[config.mk]
export PLATFORM = sky130hd
export DESIGN_NAME = led_ram_wr_sched
export DESIGN_NICKNAME = d
export VERILOG_FILES = /design/src/rtl/led_ram_wr_sched.sv
export SDC_FILE = /design/constraint.sdc
export NUM_CORES = 1
export LEC_CHECK = 0
export CAP_MARGIN = 20
export CORE_AREA = 2 2 54 56
export DETAILED_ROUTE_END_ITERATION = 8
export DIE_AREA = 0 0 56 58
export PLACE_DENSITY = 0.81
export SLEW_MARGIN = 20
export SYNTH_ARGS = -nofsm -noshare
export SYNTH_HDL_FRONTEND = slang
export SYNTH_SLANG_ARGS = --single-unit
[constraint.sdc]
create_clock -name clk -period 2.8 [get_ports clk]
set_clock_uncertainty 0.15 [all_clocks]
set_input_delay 0.84 -clock clk [delete_from_list [all_inputs] [get_ports clk]]
set_output_delay 0.84 -clock clk [all_outputs]
set_load 0.03 [all_outputs]
[src/rtl/led_ram_wr_sched.sv]
// Write-port scheduler for the 8x8 LED display RAM. It arbitrates the single write
// port between the sweep engine, the light pen and the host, in that priority order.
module led_ram_wr_sched #(
  parameter int              DATA_W      = 4,
  parameter int              IDX_W       = 3,
  parameter logic [DATA_W-1:0] OP_INV_MASK = 4'b1000
) (
  input  logic              clk,
  input  logic              rst_n,
  input  logic              pen_we,
  input  logic [IDX_W-1:0]  pen_row,
  input  logic [IDX_W-1:0]  pen_col,
  input  logic [DATA_W-1:0] pen_data,
  input  logic              host_req,
  input  logic [IDX_W-1:0]  host_row,
  input  logic [IDX_W-1:0]  host_col,
  input  logic [DATA_W-1:0] host_data,
  output logic              host_ack,
  input  logic              cmd_valid,
  input  logic [1:0]        cmd_op,
  input  logic [DATA_W-1:0] cmd_data,
  output logic              cmd_ready,
  output logic              sweep_busy,
  output logic              sweep_done,
  output logic              pen_drop,
  input  logic [DATA_W-1:0] ram_rdata,
  output logic              ram_we,
  output logic [IDX_W-1:0]  ram_row,
  output logic [IDX_W-1:0]  ram_col,
  output logic [DATA_W-1:0] ram_wdata,
  output logic [1:0]        dbg_state
);

  // Handshakes: a command is accepted when cmd_valid && cmd_ready; a host write
  // is performed in exactly the cycle host_ack is high, and host_req is held until then.

  localparam int CNT_W = 2 * IDX_W;

  typedef enum logic [1:0] {
    ST_IDLE  = 2'd0,
    ST_SWEEP = 2'd1,
    ST_DONE  = 2'd2
  } state_t;

  localparam logic [1:0] OP_CLEAR = 2'b00;
  localparam logic [1:0] OP_FILL  = 2'b01;
  localparam logic [1:0] OP_RSVD  = 2'b11;

  state_t             state_q, state_d;
  logic [CNT_W-1:0]   idx_q, idx_d;
  logic [1:0]         op_q, op_d;
  logic [DATA_W-1:0]  data_q, data_d;

  always_ff @(posedge clk or negedge rst_n) begin
    if (!rst_n) begin
      state_q <= ST_IDLE;
      idx_q   <= '0;
      op_q    <= '0;
      data_q  <= '0;
    end else begin
      state_q <= state_d;
      idx_q   <= idx_d;
      op_q    <= op_d;
      data_q  <= data_d;
    end
  end

  always_comb begin
    state_d    = state_q;
    idx_d      = idx_q;
    op_d       = op_q;
    data_d     = data_q;
    cmd_ready  = 1'b0;
    sweep_busy = 1'b0;
    sweep_done = 1'b0;
    pen_drop   = 1'b0;
    host_ack   = 1'b0;
    ram_we     = 1'b0;
    ram_row    = '0;
    ram_col    = '0;
    ram_wdata  = '0;

    case (state_q)
      ST_IDLE: begin
        cmd_ready = 1'b1;
        if (cmd_valid) begin
          op_d    = cmd_op;
          data_d  = cmd_data;
          state_d = (cmd_op == OP_RSVD) ? ST_DONE : ST_SWEEP;
        end
      end
      ST_SWEEP: begin
        sweep_busy = 1'b1;
        ram_we     = 1'b1;
        ram_row    = idx_q[CNT_W-1:IDX_W];
        ram_col    = idx_q[IDX_W-1:0];
        case (op_q)
          OP_CLEAR: ram_wdata = '0;
          OP_FILL:  ram_wdata = data_q;
          // Invert is a same-cycle read-modify-write through the async read port.
          default:  ram_wdata = ram_rdata ^ OP_INV_MASK;
        endcase
        pen_drop = pen_we;
        if (idx_q == {CNT_W{1'b1}}) begin
          idx_d   = '0;
          state_d = ST_DONE;
        end else begin
          idx_d = idx_q + {{(CNT_W-1){1'b0}}, 1'b1};
        end
      end
      ST_DONE: begin
        sweep_done = 1'b1;
        state_d    = ST_IDLE;
      end
      default: state_d = ST_IDLE;
    endcase

    if (state_q != ST_SWEEP) begin
      if (pen_we) begin
        ram_we    = 1'b1;
        ram_row   = pen_row;
        ram_col   = pen_col;
        ram_wdata = pen_data;
      end else if (host_req) begin
        host_ack  = 1'b1;
        ram_we    = 1'b1;
        ram_row   = host_row;
        ram_col   = host_col;
        ram_wdata = host_data;
      end
    end
  end

  assign dbg_state = state_q;

endmodule

==> run_results.csv <==
group,metric,value,unit
synthesis,synth.largest_area_cell,"dfrtp_1",
critical_path,critical_path_buf_inv_count,2,
place,io_buffers,52,
floorplanning,coreArea,2663,µm²
synthesis,synth-xor-area-share,2.026,%
sta,hold_viol_final,0,
cts,cts_buffer_depth,2,
cells_and_area,synthToLayoutAreaGrowth,74.39,%
power,p_int,0.0007872,W
place,number_of_placed_instances_taps_included,178,
floorplanning,top_level_ports,53,
synthesis,post_synth_adder_cell_area,1.447,%
cts,insertion_delay,270,ps
critical_path,worst-endpoint-required,1810,ps
critical_path,critical_path_class,"in -> out",
cells_and_area,drive_gt1_share,29.80,%
global_routing,first_global_vias,1007,
power,power.density_cell_area,1042,nW/µm²
synthesis,yosysTopAreaCellShare,40.52,%
critical_path,worst-path-max-fanout,1,
job,cap_violations,0,
power,power.leakage,0.6612,nW
critical_path,cp_top_family,"buffers and inverters",
global_routing,maximum_number_of_pins_on_one_net_before_global_route_repair,18,
run_status,failed_checks,"negative setup slack",
power,power.share.clock,7.1,%
floorplanning,floorplan.initialDensity,32.47,%
synthesis,synth.avg_cell_area,9.101,µm²
place,dpl.hpwl,2061,µm
sta,timing_worst_slew_pin_value,631.8,ps
critical_path,critical_path.slowest_cell,"clkdlybuf4s50_1",
routing,routed_wirelength,2820,µm
power,power_share_of_the_sequential_group,26.2,%
hold_path,min_path_type,"reg -> reg",
floorplanning,num_rows,19,
synthesis,ys_top_cells_by_area,"dfrtp_1 41%, a221oi_1 12%, mux2_2 7.8%, nor2_1 6.5%, nand2_1 5.2%",
sta,finalSetupTns,-48.37,ps
hold_path,min_delay_worst_endpoint,"idx_q[4]",
routing,detailed_route_vias_per_instance,5.418,
hold_path,hold_depth,1,
sta,setup_violations,1,
critical_path,reg2reg_to,"idx_q[5]",
sta,final_slew_viol_count,0,
critical_path,critical_path.max_stage_delay,410,ps
synthesis,synth_simple_gate_area_share,24.75,%
sta,max-slew-margin-rel,57.75,%
synthesis,yosys-mux-area-fraction,7.815,%
cts,path_clk_slew,80,ps
sta,postLayoutSetupSlackWorst,-48.37,ps
power,power_switching_share,49.88,%
global_routing,global_route.usage.total,17.57,%
sta,fin_worst_hold_slack,362.0,ps
critical_path,levels_on_crit_path,4,
routing,detail_route.first_pass.iterations,4,
routing,drcViolationCount,0,
critical_path,reg2regPathDepth,4,
power,pwr-share-comb,66.7,%
critical_path,critical_path.endpoint_type,"output pin",
cells_and_area,final-instance-count-excl-fill,182,
floorplanning,die_outline_area,3248,µm²
routing,final_antenna_net_count,0,
critical_path,worstSetupStartpointType,"primary input",
critical_path,worstPathCellList,"clkdlybuf4s50_1 > a221oi_1 > nor2_1 > buf_4",
run_status,outcome,"complete, but fails checks",
synthesis,postSynthRegisterBits,14,
synthesis,synth-compound-area-share,18.96,%
cts,tritoncts_num_sinks,14,
cts,cts_buffers,3,
cts,ctsRootBufferMaster,"clkbuf_4",
global_routing,antenna_found_initial,0,
routing,drt-wirelength-per-cell,15.49,µm
sta,clock.fmax,351.1,MHz
global_routing,grt_first_pass_wirelength,4526,µm
synthesis,synth.cell_area,864.6,µm²
routing,vias,986,
synthesis,mappedNetlistNets,131,
synthesis,synth_top_family_by_area,"simple AND/OR/NAND/NOR gates",
cts,htree_levels,1,
synthesis,ys_warn_count,0,
hold_path,worst_hold_startpoint,"idx_q[4]",
sta,post-route-period-util,101.7,%
cts,postCtsHoldBufs,0,
global_routing,grt_overflow_total,0,
synthesis,syn_inst,95,
critical_path,r2r_setup_slack,1240,ps
cts,cts_post_setup_buffers_inserted,0,
cts,cts_tree,"yes",
power,power.total,0.001571,W
cells_and_area,fin_util,56.63,%
floorplanning,die_y,58,µm
sta,min_period,2848,ps
cells_and_area,nNetsFinal,189,
cells_and_area,n_antenna_cell,0,
synthesis,synth_cell_type_count,27,
power,ir_drop,0.0008254,V
power,net-switching-power,0.0007834,W
critical_path,regToRegStartpoint,"dbg_state[1]",
routing,detailedRoute.firstIterationViolations,24,
place,gp_routability_congestion,0.7713,
floorplanning,chipWidth,56,µm
critical_path,critPathArrivalTime,1860,ps
synthesis,synth.yosys.seq_area_share,40.52,%
==> through the flow <==
stage / area (µm²) / worst slack, ps
floorplan: 864.6 / 7.146
global placement: 1394 / -493.1
detailed placement: 1394 / -562.7
CTS: 1470 / 0.1265
global route: 1508 / -70.04
finish: 1508 / -48.37
==> cells in the mapped netlist <==
cell      instances
and2_1            1
nand2_1          12
o31ai_1           2
a31oi_1           1
nor3b_1           1
clkbuf_1          2
o211ai_1          1
a21oi_1           3
or2_0             1
nand3b_1          1
ha_1              1
nand2b_1          1
or3_1             2
mux2_2            6
buf_2             1
nand4_1           1
buf_6             2
nand3_1           4
and2b_2           1
inv_2             1
xnor2_1           2
o21ai_0           3
dfrtp_1          14
nor2_1           15
nor2b_1           3
a221oi_1         12
nor3b_2           1
==> final cells by class <==
class,count,area [µm²]
repair buffers,57,533.0
well taps,31,38.79
fillers,227,1155
inverters,1,3.754
multi-input cells,76,559.3
flip-flops and latches,14,350.3
clock buffers,3,22.52
==> per-layer routing <==
layer / up-vias / track usage [%] / wire length [µm]
met5: - / 0 / 0
met4: 0 / 7.483 / 58
met3: 8 / 3.348 / 146
met2: 46 / 31.26 / 1489
met1: 469 / 20.79 / 1126
li1: 463 / - / -
==> kinds of logic after synthesis <==
kind of cell	Yosys count
compound gates	22
xor+xnor	2
fa+ha+maj	1
buf+inv	6
flops	14
mux	6
simple gates	44
==> cell usage in the layout, fill, tap and decap left out, drive strengths merged <==
cell	count
nor2	15
clkbuf	4
dlymetal6s2s	5
nand2	12
a31oi	1
or3	2
nand4	1
inv	1
nand3	4
nor3b	2
a21oi	3
dfrtp	14
nand2b	1
buf	19
o21ai	3
o31ai	2
clkdlybuf4s15	1
and2	1
and2b	1
o211ai	1
mux2	6
xnor2	2
ha	1
nand3b	1
or2	1
a221oi	12
nor2b	4
clkdlybuf4s50	31
==> state kept, by name, indices dropped and copies added, names as in the netlist <==
name,count
op_q,2
data_q,4
idx_q,6
dbg_state,2
==> power by group through the flow <==
| stage | Combinational, W | Clock [W] | Sequential (W) |
|---|---|---|---|
| final | 0.00105 | 0.000111 | 0.000412 |
| after global routing | 0.00112 | 0.000124 | 0.000427 |
| after CTS | 0.00102 | 0.000115 | 0.000401 |
| after detailed placement | 0.000998 | 0 | 0.000401 |
| after global placement | 0.000976 | 0 | 0.000396 |
| after floorplan | 0.000652 | 0 | 0.000389 |
==> worst max-delay path by stage <==
stage | start | to | slack (ps)
4_1_cts | ram_rdata[1] | ram_wdata[1] | 0.1
3_3_place_gp | host_req | ram_wdata[3] | -490
3_5_place_dp | host_req | ram_wdata[3] | -560
2_1_floorplan | host_req | ram_wdata[3] | 7
5_1_grt | pen_col[0] | ram_col[0] | -70
6_report | pen_col[0] | ram_col[0] | -50
==> repair_timing <==
item	CTS	global route
endpoints found under the setup margin	13	11
gates resized for setup	15	15
pin swaps	0	8
gates cloned	1	0
No activity file was read; power rests on OpenSTA's default activity.
